`config.mk`:
```
export PLATFORM = sky130hd
export DESIGN_NAME = piso_serializer_flat
export DESIGN_NICKNAME = d
export VERILOG_FILES = /design/src/rtl/piso_pkg.sv /design/src/rtl/piso_serializer_if.sv /design/src/rtl/piso_serializer.sv /design/src/flat_wrapper.sv
export SDC_FILE = /design/constraint.sdc
export NUM_CORES = 1
export LEC_CHECK = 0
export ABC_AREA = 1
export CORE_AREA = 8 8 45 47
export CTS_BUF_LIST = sky130_fd_sc_hd__clkbuf_8
export CTS_CLUSTER_DIAMETER = 50
export DETAILED_ROUTE_END_ITERATION = 12
export DIE_AREA = 0 0 53 55
export GPL_TIMING_DRIVEN = 0
export SLEW_MARGIN = 20
export SYNTH_ARGS = -nofsm -noshare
export SYNTH_HDL_FRONTEND = slang
export SYNTH_SLANG_ARGS = --single-unit
```
`constraint.sdc`:
```
create_clock -name clk -period 2.12 [get_ports clk]
set_clock_uncertainty 0.15 [all_clocks]
set_input_delay 0.318 -clock clk [delete_from_list [all_inputs] [get_ports clk]]
set_output_delay 0.318 -clock clk [all_outputs]
set_load 0.02 [all_outputs]
```
`src/rtl/piso_pkg.sv`:
```
// Shared types and sizing helpers for the parallel-in serial-out serializer.
package piso_pkg;

  typedef enum logic [1:0] {
    IDLE,
    SHIFT,
    PARITY
  } state_t;

  // Counter must be able to index every data bit of the word.
  function automatic int cnt_width(input int width);
    return $clog2(width + 1);
  endfunction

endpackage

```
`src/rtl/piso_serializer_if.sv`:
```
// Load-side and serial-side handshake bundle for piso_serializer.
interface piso_serializer_if #(
  parameter int WIDTH = 4
);

  logic             load_valid;
  logic [WIDTH-1:0] load_data;
  logic             load_ready;
  logic             ser_ready;
  logic             ser_out;
  logic             ser_valid;

  modport master (
    output load_valid,
    output load_data,
    output ser_ready,
    input  load_ready,
    input  ser_out,
    input  ser_valid
  );

  modport slave (
    input  load_valid,
    input  load_data,
    input  ser_ready,
    output load_ready,
    output ser_out,
    output ser_valid
  );

endinterface

```
`src/rtl/piso_serializer.sv`:
```
// Parallel-in serial-out stage with zero-gap back-to-back words and downstream stall.
// Define PISO_PARITY_EN to append an even-parity bit after each word.
module piso_serializer
  import piso_pkg::*;
#(
  parameter int WIDTH     = 4,
  parameter bit MSB_FIRST = 1'b1
) (
  input  logic               clk,
  input  logic               rst,
  piso_serializer_if.slave   bus,
  output logic               busy,
  output logic               frame_done
);

  localparam int CW = cnt_width(WIDTH);
  localparam logic [CW-1:0] LAST_CNT = CW'(WIDTH - 1);

  state_t           state;
  logic [WIDTH-1:0] shreg;
  logic [CW-1:0]    bit_cnt;
  logic             ser_out_q;
  logic             ser_valid_q;

  logic beat;
  logic last_data;
  logic last_beat;
  logic accept;

  assign beat      = ser_valid_q && bus.ser_ready;
  assign last_data = (state == SHIFT) && beat && (bit_cnt == LAST_CNT);

`ifdef PISO_PARITY_EN
  logic parity_q;
  assign last_beat = (state == PARITY) && beat;
`else
  assign last_beat = last_data;
`endif

  // A new word may enter in the same cycle the previous frame's final bit leaves.
  assign bus.load_ready = (state == IDLE) || last_beat;
  assign accept         = bus.load_valid && bus.load_ready;

  assign bus.ser_out   = ser_out_q;
  assign bus.ser_valid = ser_valid_q;

  always_ff @(posedge clk or posedge rst) begin
    if (rst) begin
      state       <= IDLE;
      shreg       <= '0;
      bit_cnt     <= '0;
      ser_out_q   <= 1'b0;
      ser_valid_q <= 1'b0;
      busy        <= 1'b0;
      frame_done  <= 1'b0;
`ifdef PISO_PARITY_EN
      parity_q    <= 1'b0;
`endif
    end else begin
      frame_done <= last_beat;
      if (accept) begin
        state       <= SHIFT;
        shreg       <= MSB_FIRST ? {bus.load_data[WIDTH-2:0], 1'b0}
                                 : {1'b0, bus.load_data[WIDTH-1:1]};
        ser_out_q   <= MSB_FIRST ? bus.load_data[WIDTH-1] : bus.load_data[0];
        bit_cnt     <= '0;
        ser_valid_q <= 1'b1;
        busy        <= 1'b1;
`ifdef PISO_PARITY_EN
        parity_q    <= ^bus.load_data;
`endif
      end else if (last_beat) begin
        state       <= IDLE;
        shreg       <= '0;
        bit_cnt     <= '0;
        ser_out_q   <= 1'b0;
        ser_valid_q <= 1'b0;
        busy        <= 1'b0;
`ifdef PISO_PARITY_EN
      end else if (last_data) begin
        state     <= PARITY;
        ser_out_q <= parity_q;
`endif
      end else if (beat) begin
        // shreg already has the emitted bit removed, so its leading bit is next.
        ser_out_q <= MSB_FIRST ? shreg[WIDTH-1] : shreg[0];
        shreg     <= MSB_FIRST ? {shreg[WIDTH-2:0], 1'b0}
                               : {1'b0, shreg[WIDTH-1:1]};
        bit_cnt   <= bit_cnt + 1'b1;
      end
    end
  end

endmodule

```
`src/flat_wrapper.sv`:
```
// flat-port wrapper written by rule: the top's interface ports become plain ports
module piso_serializer_flat import piso_pkg::*;
#(
  parameter int WIDTH     = 4,
  parameter bit MSB_FIRST = 1'b1
)
  (clk, rst, busy, frame_done, bus_load_valid, bus_load_data, bus_ser_ready, bus_load_ready, bus_ser_out, bus_ser_valid);
  piso_serializer_if #(.WIDTH(WIDTH)) bus_i ();
  input  logic clk;
  input  logic rst;
  output logic busy;
  output logic frame_done;
  input wire logic [$bits(bus_i.load_valid)-1:0] bus_load_valid;
  input wire logic [$bits(bus_i.load_data)-1:0] bus_load_data;
  input wire logic [$bits(bus_i.ser_ready)-1:0] bus_ser_ready;
  output wire logic [$bits(bus_i.load_ready)-1:0] bus_load_ready;
  output wire logic [$bits(bus_i.ser_out)-1:0] bus_ser_out;
  output wire logic [$bits(bus_i.ser_valid)-1:0] bus_ser_valid;
  assign bus_i.load_valid = bus_load_valid;
  assign bus_i.load_data = bus_load_data;
  assign bus_i.ser_ready = bus_ser_ready;
  assign bus_load_ready = bus_i.load_ready;
  assign bus_ser_out = bus_i.ser_out;
  assign bus_ser_valid = bus_i.ser_valid;
  piso_serializer #(.WIDTH(WIDTH), .MSB_FIRST(MSB_FIRST)) u_core (.clk(clk), .rst(rst), .bus(bus_i), .busy(busy), .frame_done(frame_done));
endmodule
```
==> flow_summary_export.csv, run 1 <==
group,metric,value,unit
status,status,"completed",
route,via_per_inst,4.52,
timing,timing.final.crit_share,0.947,
cts,cts_buffer_depth,2,
cts,postCtsSetupRepairBufs,0,
logic_synthesis,synth_nets,63,
grt,grt_antenna_before_repair,0,
route,drtAntennaViolNets,0,
finish,n_antenna_cell,0,
worst_setup_path,cp-start-kind,"flop",
cts,clk_pin_slew,50,ps
grt,overflow,0,
cts,cts_max_level,1,
worst_setup_path,critPathCaptureType,"output port",
power,leakagePower,0.000348,uW
grt,grt_max_degree,10,
cts,ctsHoldBuffers,0,
cts,cts.sinks,9,
grt,grt_pass1_vias,372,
power,ir_worst_vdd,0.412,mV
floorplanning,num_io_pins,13,
floorplanning,fp.dieArea,2920,sq um
finish,final_layout_size_suffix_gt1_frac,0.186,
logic_synthesis,yosys_register_bits,9,
finish,final_core_util,0.462,
route,first_pass_iters,4,
timing,rsz0062_at_grt,"no",
timing,relSlewSlack,0.773,
timing,finalCriticalPeriod,2010,ps
finish,nets,80,
floorplanning,die_h,55,um
finish,fillers,131,
route,drt_iter0_markers,7,
timing,max_freq,498,MHz
timing,hold_viol,0,
cts,clockRootBuffer,"clkbuf_8",
power,power.density,1100,nW/um^2
cts,cts_buffers,3,
finish,multiInputGateArea,186,sq um
cts,clock_latency,230,ps
timing,tns,0,ps
route,routed_wl,930,um
route,route.detailed.drc,0,
worst_setup_path,crit_required,1650,ps
logic_synthesis,avgSynthCellArea,8.43,sq um
timing,setup_ws,113,ps
worst_setup_path,critPathKind,"reg2out",
worst_setup_path,path_max_fanout,6,
route,num_vias,389,
logic_synthesis,ys_seq_area_frac,0.495,
logic_synthesis,syn-cell-area,455,sq um
floorplanning,die_w,53,um
run,cap_violations,0,
cts,cts_resized,1,
timing,worstMarginPinSlew,340,ps
placed_design,pre_cts_ws,-117,ps
logic_synthesis,synth_warnings,0,
logic_synthesis,syn_inst,54,
cts,cts_tree,"done",
floorplanning,rows,14,
hold_path,hold_path.class,"in2async",
floorplanning,start_util,0.329,
timing,setup_violations,0,
grt,track_usage,0.0792,
timing,slew_viol_final,0,
finish,syn_to_final_growth,40.4,%
placed_design,place_hpwl,738,um
placed_design,portBuffers,12,
grt,grt_pass1_wl,1570,um
logic_synthesis,synth_cell_types,16,
worst_setup_path,critical_path_arrival,1540,ps
placed_design,place.gp.congestion,0.787,
floorplanning,coreArea,1380,sq um
route,wl_per_cell,10.8,um
finish,ff_latch_area,225,sq um
critical path: stages (launching register included):
cell	delay [ps]
dfrtp_1	360
ha_1	190
inv_1	60
nor2_1	160
nand2_4	90
nand2_2	110
dlygate4sd2_1	350
through the flow:
stage	total power, uW	cell area [sq um]	std cells	hold WS, ps
6_report	702	639	86	195
5_1_grt	765	639	86	235
4_1_cts	714	639	86	206
3_5_place_dp	521	596	82	320
3_3_place_gp	514	596	82	314
2_1_floorplan	426	455	54	-4.08
worst paths after layout:
| check | cells past startpoint | startpoint | slack, ps | to |
|---|---|---|---|---|
| max in group asynchronous | 2 | rst | 1370 | u_core.bit_cnt[2]$_DFFE_PP0P_ |
| setup / recovery | 6 | u_core.bit_cnt[0]$_DFFE_PP0P_ | 110 | bus_load_ready |
| hold reg to reg | 2 | u_core.shreg[2]$_DFFE_PP0P_ | 330 | u_core.shreg[2]$_DFFE_PP0P_ |
| setup reg to reg | 9 | u_core.bit_cnt[0]$_DFFE_PP0P_ | 680 | u_core.bus.ser_out$_DFFE_PP0P_ |
| min in group clk | 2 | u_core.shreg[2]$_DFFE_PP0P_ | 330 | u_core.shreg[2]$_DFFE_PP0P_ |
| hold / removal | 2 | rst | 200 | u_core.shreg[2]$_DFFE_PP0P_ |
cells in the final DEF (no fill, tap or decap):
cell type         n
nand2_1          17
clkdlybuf4s50_1  11
dfrtp_1           9
inv_1             7
nand3_1           7
clkbuf_8          3
nand2_2           2
inv_2             2
o21ai_0           2
nor2_1            1
inv_4             1
nand2_4           1
nor2_2            1
nor2_4            1
a21oi_1           1
mux2_4            1
ha_1              1
buf_4             1
dlygate4sd2_1     1
where the power goes:
group | switching, uW | leakage, uW | internal (uW)
combinational | 138 | 0.000206 | 120
clock | 64.7 | 0.0000269 | 126
sequential | 31.9 | 0.000116 | 222
total | 235 | 0.000348 | 468
cell usage after synthesis:
| cell type | number | share of area |
|---|---|---|
| a21oi_1 | 1 | 0.011 |
| buf_4 | 1 | 0.016 |
| dfrtp_1 | 9 | 0.49 |
| ha_1 | 1 | 0.027 |
| inv_1 | 6 | 0.049 |
| inv_2 | 2 | 0.016 |
| inv_4 | 1 | 0.014 |
| mux2_4 | 1 | 0.033 |
| nand2_1 | 17 | 0.14 |
| nand2_2 | 2 | 0.027 |
| nand2_4 | 1 | 0.025 |
| nand3_1 | 7 | 0.077 |
| nor2_1 | 1 | 0.0082 |
| nor2_2 | 1 | 0.014 |
| nor2_4 | 1 | 0.025 |
| o21ai_0 | 2 | 0.022 |
sequential cells by signal (all words and copies together) (netlist names):
name	flops
u_core.bit_cnt	3
u_core.shreg	3
u_core.bus.ser_out	1
u_core.frame_done	1
u_core.state	1
final cells by class:
class	count	area share
clock inverters	1	0.00587
repair buffers	12	0.186
flip-flops and latches	9	0.352
well taps	16	0.0313
plain buffers	1	0.0117
inverters	9	0.0568
multi-input cells	35	0.292
clock buffers	3	0.0646
kinds of logic (layout without fill, tap and decap cells):
family / Yosys count / in the layout / synth area share
AND/OR/NAND/NOR: 30 / 30 / 0.316
AO/OA/AOI/OAI: 3 / 3 / 0.0330
flip-flops: 9 / 9 / 0.495
adder cells (fa/ha/maj): 1 / 1 / 0.0275
multiplexers: 1 / 1 / 0.0330
buffers and inverters: 10 / 26 / 0.0962
metal layers:
metal / wire, um / GRT usage
met4: 19 / 0.0647
met3: 44 / 0.0428
met5: 0 / 0
met2: 491 / 0.129
met1: 375 / 0.0726
Note: power is estimated with default switching activity, not from simulation.
==> run 2: changes to the inputs <==
--- a/config.mk
+++ b/config.mk
@@ -5,13 +5,13 @@
 export SDC_FILE = /design/constraint.sdc
 export NUM_CORES = 1
 export LEC_CHECK = 0
-export ABC_AREA = 1
 export CORE_AREA = 8 8 45 47
 export CTS_BUF_LIST = sky130_fd_sc_hd__clkbuf_8
 export CTS_CLUSTER_DIAMETER = 50
 export DETAILED_ROUTE_END_ITERATION = 12
 export DIE_AREA = 0 0 53 55
 export GPL_TIMING_DRIVEN = 0
+export SETUP_SLACK_MARGIN = 0.4
 export SLEW_MARGIN = 20
 export SYNTH_ARGS = -nofsm -noshare
 export SYNTH_HDL_FRONTEND = slang
==> flow_summary_export.csv, run 2 <==
group,metric,value,unit
logic_synthesis,async_flop_share,1.00,
worst_setup_path,critPathCaptureType,"output port",
grt,grt_antenna_before_repair,0,
worst_setup_path,cp-start-kind,"flop",
logic_synthesis,yosys_register_bits,9,
worst_setup_path,crit_required,1650,ps
finish,nets,76,
floorplanning,rows,14,
timing,rsz0062_at_grt,"yes",
floorplanning,die_h,55,um
worst_setup_path,crit_end,"bus_load_ready",
floorplanning,coreArea,1380,sq um
finish,stdcell_count,82,
finish,fillers,139,
route,first_pass_iters,2,
floorplanning,num_io_pins,13,
cts,cts_buffer_depth,2,
finish,reg.largest.list,"u_core.bit_cnt: 3 flops, u_core.shreg: 3 flops",
cts,clockRootBuffer,"clkbuf_8",
finish,n_antenna_cell,0,
logic_synthesis,netlist.area_leader.share,0.470,
route,routed_wl,951,um
timing,max_freq,587,MHz
hold_path,hold_path.class,"in2async",
route,via_per_inst,4.73,
logic_synthesis,synth_commonest_cells,"9 x dfrtp_1, 5 x nand2_1, 4 x a21oi_1, 4 x nor2_1, 3 x inv_1",
worst_setup_path,critical_path_arrival,1240,ps
grt,overflow,0,
timing,worstMarginPinSlew,348,ps
cts,cts.sinks,9,
finish,final_core_util,0.509,
finish,layout_common_cells,"9 x clkdlybuf4s50_1, 9 x dfrtp_1, 5 x nand2_1",
power,ir_worst_vdd,0.488,mV
logic_synthesis,synth_ff_type,"dfrtp_1",
route,wl_per_cell,11.6,um
cts,clock_latency,230,ps
floorplanning,start_util,0.346,
cts,cts_tree,"done",
power,leakagePower,0.000310,uW
route,drt_iter0_markers,1,
logic_synthesis,ys_seq_area_frac,0.470,
route,drtAntennaViolNets,0,
logic_synthesis,avgSynthCellArea,9.98,sq um
finish,final_layout_size_suffix_gt1_frac,0.242,
floorplanning,die_w,53,um
worst_setup_path,startpoint,"u_core.bit_cnt[1]$_DFFE_PP0P_",
worst_setup_path,reg2reg_to,"u_core.shreg[2]$_DFFE_PP0P_",
logic_synthesis,synth_cell_types,21,
grt,track_usage,0.0760,
timing,tns,0,ps
worst_setup_path,ff2ff_path_depth,7,
timing,setup_violations,0,
finish,syn_to_final_growth,47.0,%
worst_setup_path,path_max_fanout,4,
status,status,"completed",
timing,finalCriticalPeriod,1700,ps
logic_synthesis,yosys-top-cells-area,"dfrtp_1 47%, buf_6 4.7%, a21oi_1 4.2%",
logic_synthesis,synth_nets,57,
logic_synthesis,syn-cell-area,479,sq um
cts,cts_buffers,3,
run,cap_violations,0,
placed_design,portBuffers,11,
route,route.detailed.drc,0,
worst_setup_path,r2r_start,"u_core.bit_cnt[1]$_DFFE_PP0P_",
worst_setup_path,critPathKind,"reg2out",
grt,grt_max_degree,10,
cts,clk_pin_slew,50,ps
placed_design,dp.cells,75,
timing,relSlewSlack,0.768,
logic_synthesis,yosys.area.top_type,"dfrtp_1",
timing,timing.final.crit_share,0.804,
worst_setup_path,r2r_slack,590,ps
power,power.density,1150,nW/um^2
floorplanning,fp.dieArea,2920,sq um
placed_design,place_hpwl,736,um
timing,hold_viol,0,
timing,slew_viol_final,0,
grt,grt_pass1_wl,1650,um
logic_synthesis,synth_most_common_cell,"dfrtp_1",
logic_synthesis,synth_warnings,0,
cts,cts_max_level,1,
placed_design,place.gp.congestion,0.736,
route,num_vias,388,
grt,grt_pass1_vias,403,
logic_synthesis,syn_inst,48,
logic_synthesis,synth_edf_count,0,
==> run 2: layer usage <==
metal / global-route usage / up-vias / wire length [um]
met4: 0.0647 / 0 / 27
li1: - / 198 / -
met3: 0.0214 / 4 / 67
met2: 0.121 / 10 / 435
met1: 0.0823 / 176 / 421
met5: 0 / - / 0
==> run 2: cells by family (layout without fill, tap and decap cells) <==
| group | Yosys count | in the layout | share of synthesized area |
|---|---|---|---|
| buffers and inverters | 7 | 25 | 0.0966 |
| DFF | 9 | 9 | 0.470 |
| adders and majority gates | 1 | 1 | 0.0261 |
| AOI/OAI and AO/OA | 16 | 16 | 0.243 |
| and+or+nand+nor | 15 | 15 | 0.164 |
==> run 2: how the worst min path moves through the flow <==
| stage | cells after the start | from | end | slack (ps) |
|---|---|---|---|---|
| after floorplan | 1 | rst | u_core.bit_cnt[0]$_DFFE_PP0P_ | -4 |
| after global placement | 1 | u_core.shreg[2]$_DFFE_PP0P_ | u_core.shreg[2]$_DFFE_PP0P_ | 330 |
| after detailed placement | 1 | u_core.shreg[2]$_DFFE_PP0P_ | u_core.shreg[2]$_DFFE_PP0P_ | 330 |
| after CTS | 2 | rst | u_core.frame_done$_DFF_PP0_ | 210 |
| after global routing | 2 | rst | u_core.bit_cnt[2]$_DFFE_PP0P_ | 230 |
| final | 2 | rst | u_core.state[0]$_DFFE_PP0P_ | 200 |
==> run 2: cell type report <==
type | instances | area (sq um) | share of cell area
Sequential cell | 9 | 225 | 0.320
Buffer | 4 | 38.8 | 0.0551
Inverter | 3 | 11.3 | 0.0160
Tap cell | 16 | 20.0 | 0.0284
Multi-Input combinational cell | 32 | 231 | 0.329
Clock inverter | 1 | 3.75 | 0.00533
Timing Repair Buffer | 14 | 133 | 0.188
Clock buffer | 3 | 41.3 | 0.0586
==> run 2: report_power, final <==
part / switching (uW) / total [uW] / internal (uW) / leakage, uW
Combinational: 156 / 350 / 194 / 0.000173
Sequential: 38.0 / 264 / 226 / 0.000111
Clock: 70.6 / 197 / 126 / 0.0000269
Total: 265 / 811 / 547 / 0.000310
==> run 2: repair_timing <==
| action | in CTS | in global routing |
|---|---|---|
| hold buffers | 0 | 0 |
| gates resized for setup | 8 | 4 |
| endpoints found under the hold margin | 0 | 0 |
| pin swaps | 0 | 2 |
| endpoints found under the setup margin | 2 | 1 |
| buffers inserted | 0 | 3 |
==> run 2: per-stage QoR <==
| step | worst slack (ps) | power (uW) | hold WS, ps | instance area (sq um) |
|---|---|---|---|---|
| 2_1_floorplan | 565 | 461 | -4.08 | 479 |
| 3_3_place_gp | 104 | 552 | 329 | 609 |
| 3_5_place_dp | 92.6 | 557 | 334 | 609 |
| 4_1_cts | 337 | 769 | 211 | 663 |
| 5_1_grt | 363 | 866 | 234 | 704 |
| 6_report | 415 | 811 | 196 | 704 |
==> run 2: worst max-delay path, cell delays in order (launching register included) <==
cell      delay [ps]
dfrtp_1          390
ha_4             160
nand2b_4          50
buf_8            120
o21ai_4          140
buf_6            130
==> RTL edit 1 (settings of run 2) <==
`WIDTH` is set to 4 in 3 places; all go to 6.
--- a/src/rtl/piso_serializer_if.sv
+++ b/src/rtl/piso_serializer_if.sv
@@ -1,6 +1,6 @@
 // Load-side and serial-side handshake bundle for piso_serializer.
 interface piso_serializer_if #(
-  parameter int WIDTH = 4
+  parameter int WIDTH = 6
 );
 
   logic             load_valid;
--- a/src/rtl/piso_serializer.sv
+++ b/src/rtl/piso_serializer.sv
@@ -3,7 +3,7 @@
 module piso_serializer
   import piso_pkg::*;
 #(
-  parameter int WIDTH     = 4,
+  parameter int WIDTH     = 6,
   parameter bit MSB_FIRST = 1'b1
 ) (
   input  logic               clk,
--- a/src/flat_wrapper.sv
+++ b/src/flat_wrapper.sv
@@ -1,7 +1,7 @@
 // flat-port wrapper written by rule: the top's interface ports become plain ports
 module piso_serializer_flat import piso_pkg::*;
 #(
-  parameter int WIDTH     = 4,
+  parameter int WIDTH     = 6,
   parameter bit MSB_FIRST = 1'b1
 )
   (clk, rst, busy, frame_done, bus_load_valid, bus_load_data, bus_ser_ready, bus_load_ready, bus_ser_out, bus_ser_valid);
Interface: changed (resized bus_load_data); port bits go from 13 to 15. The function was not compared with the original's and may differ.
==> RTL edit 1 against run 2 <==
  * Design area grew 5.2%
  * Total power shrank 0.37%
  * Die area is the same
  * Sequential cell count grew 2
  * Wire length grew 19%
  * Worst setup slack gained 48 ps
  * Area after synthesis grew 8.1%
  * Sequential share of layout area grew 5.2 points
  * Critical path type unchanged
  * Largest power group is now registers
==> RTL edit 1: results (changes against run 2) <==
place:
  post-place-cells: 77  # +2.7%
  pre_cts_slack_ps: -90.0  # -183 ps
  portBuffers: 14  # +3
synth:
  synth_area_leaders: "dfrtp_1, a221o_1, and2_1"
  synth-seq-area-share: 0.531  # +0.0614
  synth_common_cells: "dfrtp_1, nand2_1, a221o_1, and2_1"
routing:
  dr.pass1.iters: 4  # +2
  drt-total-wl_um: 1130  # +19%
  vias: 420  # +8.2%
  via_per_inst: 5.19  # +9.6%
cells_and_area:
  utilization: 0.535  # +0.0262
  seqCellArea_um2: 275  # +22%
  multi_input_gates: 31  # -3.1%
  bufAreaShareNonClock: 0.211  # -0.0322
  fillers: 135  # -2.9%
  layout-drive-gt1-share: 0.200  # -0.0424
  clk_share: 0.0608  # -0.00313
  largestRegisters: "u_core.shreg x5, u_core.bit_cnt x3"
  fin_nets: 78  # +2.6%
critical_path:
  r2r_cells: 3  # -4
  slowest_delay_ps: 440  # +50 ps
pwr:
  ir_worst_vdd_uv: 511  # +4.7%
  internal-power_mw: 0.551  # +0.74%
global_route:
  grt_first_pass_wirelength_um: 1750  # +6.2%
  track_usage: 0.0855  # +0.00955
timing:
  finalCritPeriodShare: 0.781  # -0.0227
cts:
  cts.repair.resized: 7  # -1
  clock-sinks: 11  # +2
outcome:
  status: "finished clean"
[RTL edit 1: kinds of logic (layout without fill, tap and decap cells)]
kind of cell	Yosys count	count (layout)	share of synthesized area
compound gates	12	12	0.188
fa+ha+maj	2	2	0.0483
buf+inv	5	23	0.0580
flops	11	11	0.531
mux	1	1	0.0266
simple gates	16	16	0.147
[RTL edit 1: power by group through the flow]
stage                     Sequential (mW)  Combinational (mW)  Clock, mW
after global routing                0.343               0.301      0.226
after CTS                           0.324               0.248      0.211
after global placement              0.325               0.248          0
final                               0.332               0.273      0.203
after floorplan                     0.334               0.148          0
after detailed placement            0.326               0.249          0
[RTL edit 1: layer usage]
metal,up-vias,part of all wire,wire length [µm],track usage
li1,203,-,-,-
met1,200,0.43,491,0.0906
met2,15,0.49,550,0.127
met3,2,0.057,65,0.0214
met4,0,0.024,27,0.103
met5,-,0,0,0
==> RTL edit 2 (flow settings as in run 2) <==
Made on the original files. Encoding of `state_t`: now one-hot (3 bits for 3 states).
--- a/src/rtl/piso_pkg.sv
+++ b/src/rtl/piso_pkg.sv
@@ -1,10 +1,10 @@
 // Shared types and sizing helpers for the parallel-in serial-out serializer.
 package piso_pkg;
 
-  typedef enum logic [1:0] {
-    IDLE,
-    SHIFT,
-    PARITY
+  typedef enum logic [2:0] {
+    IDLE   = 3'b001,
+    SHIFT  = 3'b010,
+    PARITY = 3'b100
   } state_t;
 
   // Counter must be able to index every data bit of the word.
Check against the original RTL: no difference found for any inputs over 10 cycles, from zero or initial values and one cycle with rst high; not proved beyond that.
==> RTL edit 2 against run 2 <==
  * Sequential cell count is 1 higher
  * Register-to-register slack worse by 230 ps
  * Wire length up 15%
  * Total power rose by 15%
  * Worst setup slack worse by 280 ps
  * Global-route usage rose by 0.99 points
  * Sequential power up 23%
  * Area after synthesis rose by 5.0%
  * Final cell count grew 1.2%
  * Die area unchanged
  * Design area up 3.9%
  * Worst hold slack improved by 10 ps
  * Critical path type unchanged
  * Critical endpoint unchanged
==> RTL edit 2: results (changes against run 2) <==
cells_and_area:
  instances_no_fill: 83  # +1.2%
  multiInputGateArea_um2: 239  # +3.2%
  utilization: 0.529  # +0.0199
  bufAreaShareNonClock: 0.221  # -0.0228
  fillers: 134  # -3.6%
  clk_share: 0.0615  # -0.00240
  sh_seq_area: 0.345  # +0.0256
  largestRegisters: "u_core.bit_cnt x3, u_core.shreg x3, u_core.state x2"
synth:
  synth_common_cells: "dfrtp_1, nand2_1"
  synth_fp_nets: 56  # -1.8%
  ys_ff_latch: 10  # +1
  synth-seq-area-share: 0.500  # +0.0300
  synthDistinctLibCells: 24  # +14%
  synth_area_leaders: "dfrtp_1, mux2i_1, dfstp_2"
  syn_inst: 47  # -2.1%
place:
  dp_hpwl_um: 761  # +3.5%
  placed_area_um2: 636  # +4.3%
  post-place-cells: 74  # -1.3%
routing:
  wl_met2_um: 565  # +30%
  wl_met3_um: 58  # -13%
  drtIter0Drc: 6  # +5
  drt-total-wl_um: 1090  # +15%
outcome:
  status: "finished clean"
critical_path:
  cp_slowest_cell: "or3b_4"
  r2r_slack_ps: 360  # -230 ps
  path_delay_family: "simple AND/OR/NAND/NOR gates"
  r2r_cells: 5  # -2
  worstPathMaxFanout: 2  # -2
  worstPathArrival_ps: 1510  # +270 ps
pwr:
  p_leak_nw: 0.330  # +6.5%
  p_sw_mw: 0.318  # +20%
timing:
  finalCritPeriodShare: 0.935  # +0.131
global_route:
  track_usage: 0.0859  # +0.00986
  grt_first_pass_wirelength_um: 1790  # +8.4%
  grt_util_met3: 0.0348  # +0.0134
  grt_max_degree: 11  # +1
## RTL edit 2: changes by cell type in the layout (fill, tap and decap cells not counted), moves of 2 or more
| cell | before | now |
|---|---|---|
| a21oi_1 | 4 | 1 |
| mux2i_1 | 0 | 3 |
| a21oi_2 | 0 | 2 |
| a22o_1 | 2 | 0 |
| buf_4 | 4 | 6 |
| nand2b_1 | 2 | 0 |
| o21a_1 | 2 | 0 |
| o22ai_1 | 0 | 2 |
| o2bb2ai_1 | 2 | 0 |
## RTL edit 2: power groups by stage
| stage | sequential, mW | clock [mW] | combinational (mW) |
|---|---|---|---|
| after global routing | 0.338 | 0.209 | 0.446 |
| after global placement | 0.327 | 0 | 0.339 |
| after detailed placement | 0.329 | 0 | 0.344 |
| final | 0.326 | 0.191 | 0.416 |
| after CTS | 0.324 | 0.198 | 0.388 |
| after floorplan | 0.332 | 0 | 0.226 |
## RTL edit 2: worst min path at each step
stage | slack [ps] | end | start | depth (start not counted)
floorplan | 7 | u_core.bit_cnt[0] | rst | 1
global placement | 350 | u_core.shreg[1] | u_core.shreg[1] | 2
detailed placement | 350 | u_core.shreg[1] | u_core.shreg[1] | 2
CTS | 220 | u_core.bit_cnt[2] | rst | 2
global route | 240 | u_core.frame_done | rst | 2
finish | 210 | u_core.frame_done | rst | 2
## RTL edit 2: timing repair
item	4_1_cts	5_1_grt
endpoints found under the setup margin	3	9
hold buffers	0	0
pin swaps	2	3
gates cloned	0	0
gates resized for setup	8	4
buffers inserted	4	1
## RTL edit 2: logic make-up after synthesis
logic type / synth area share
simple gates: 0.174
compound gates: 0.179
flops: 0.500
buf+inv: 0.0448
mux: 0.0597
xor+xnor: 0.0174
fa+ha+maj: 0.0249
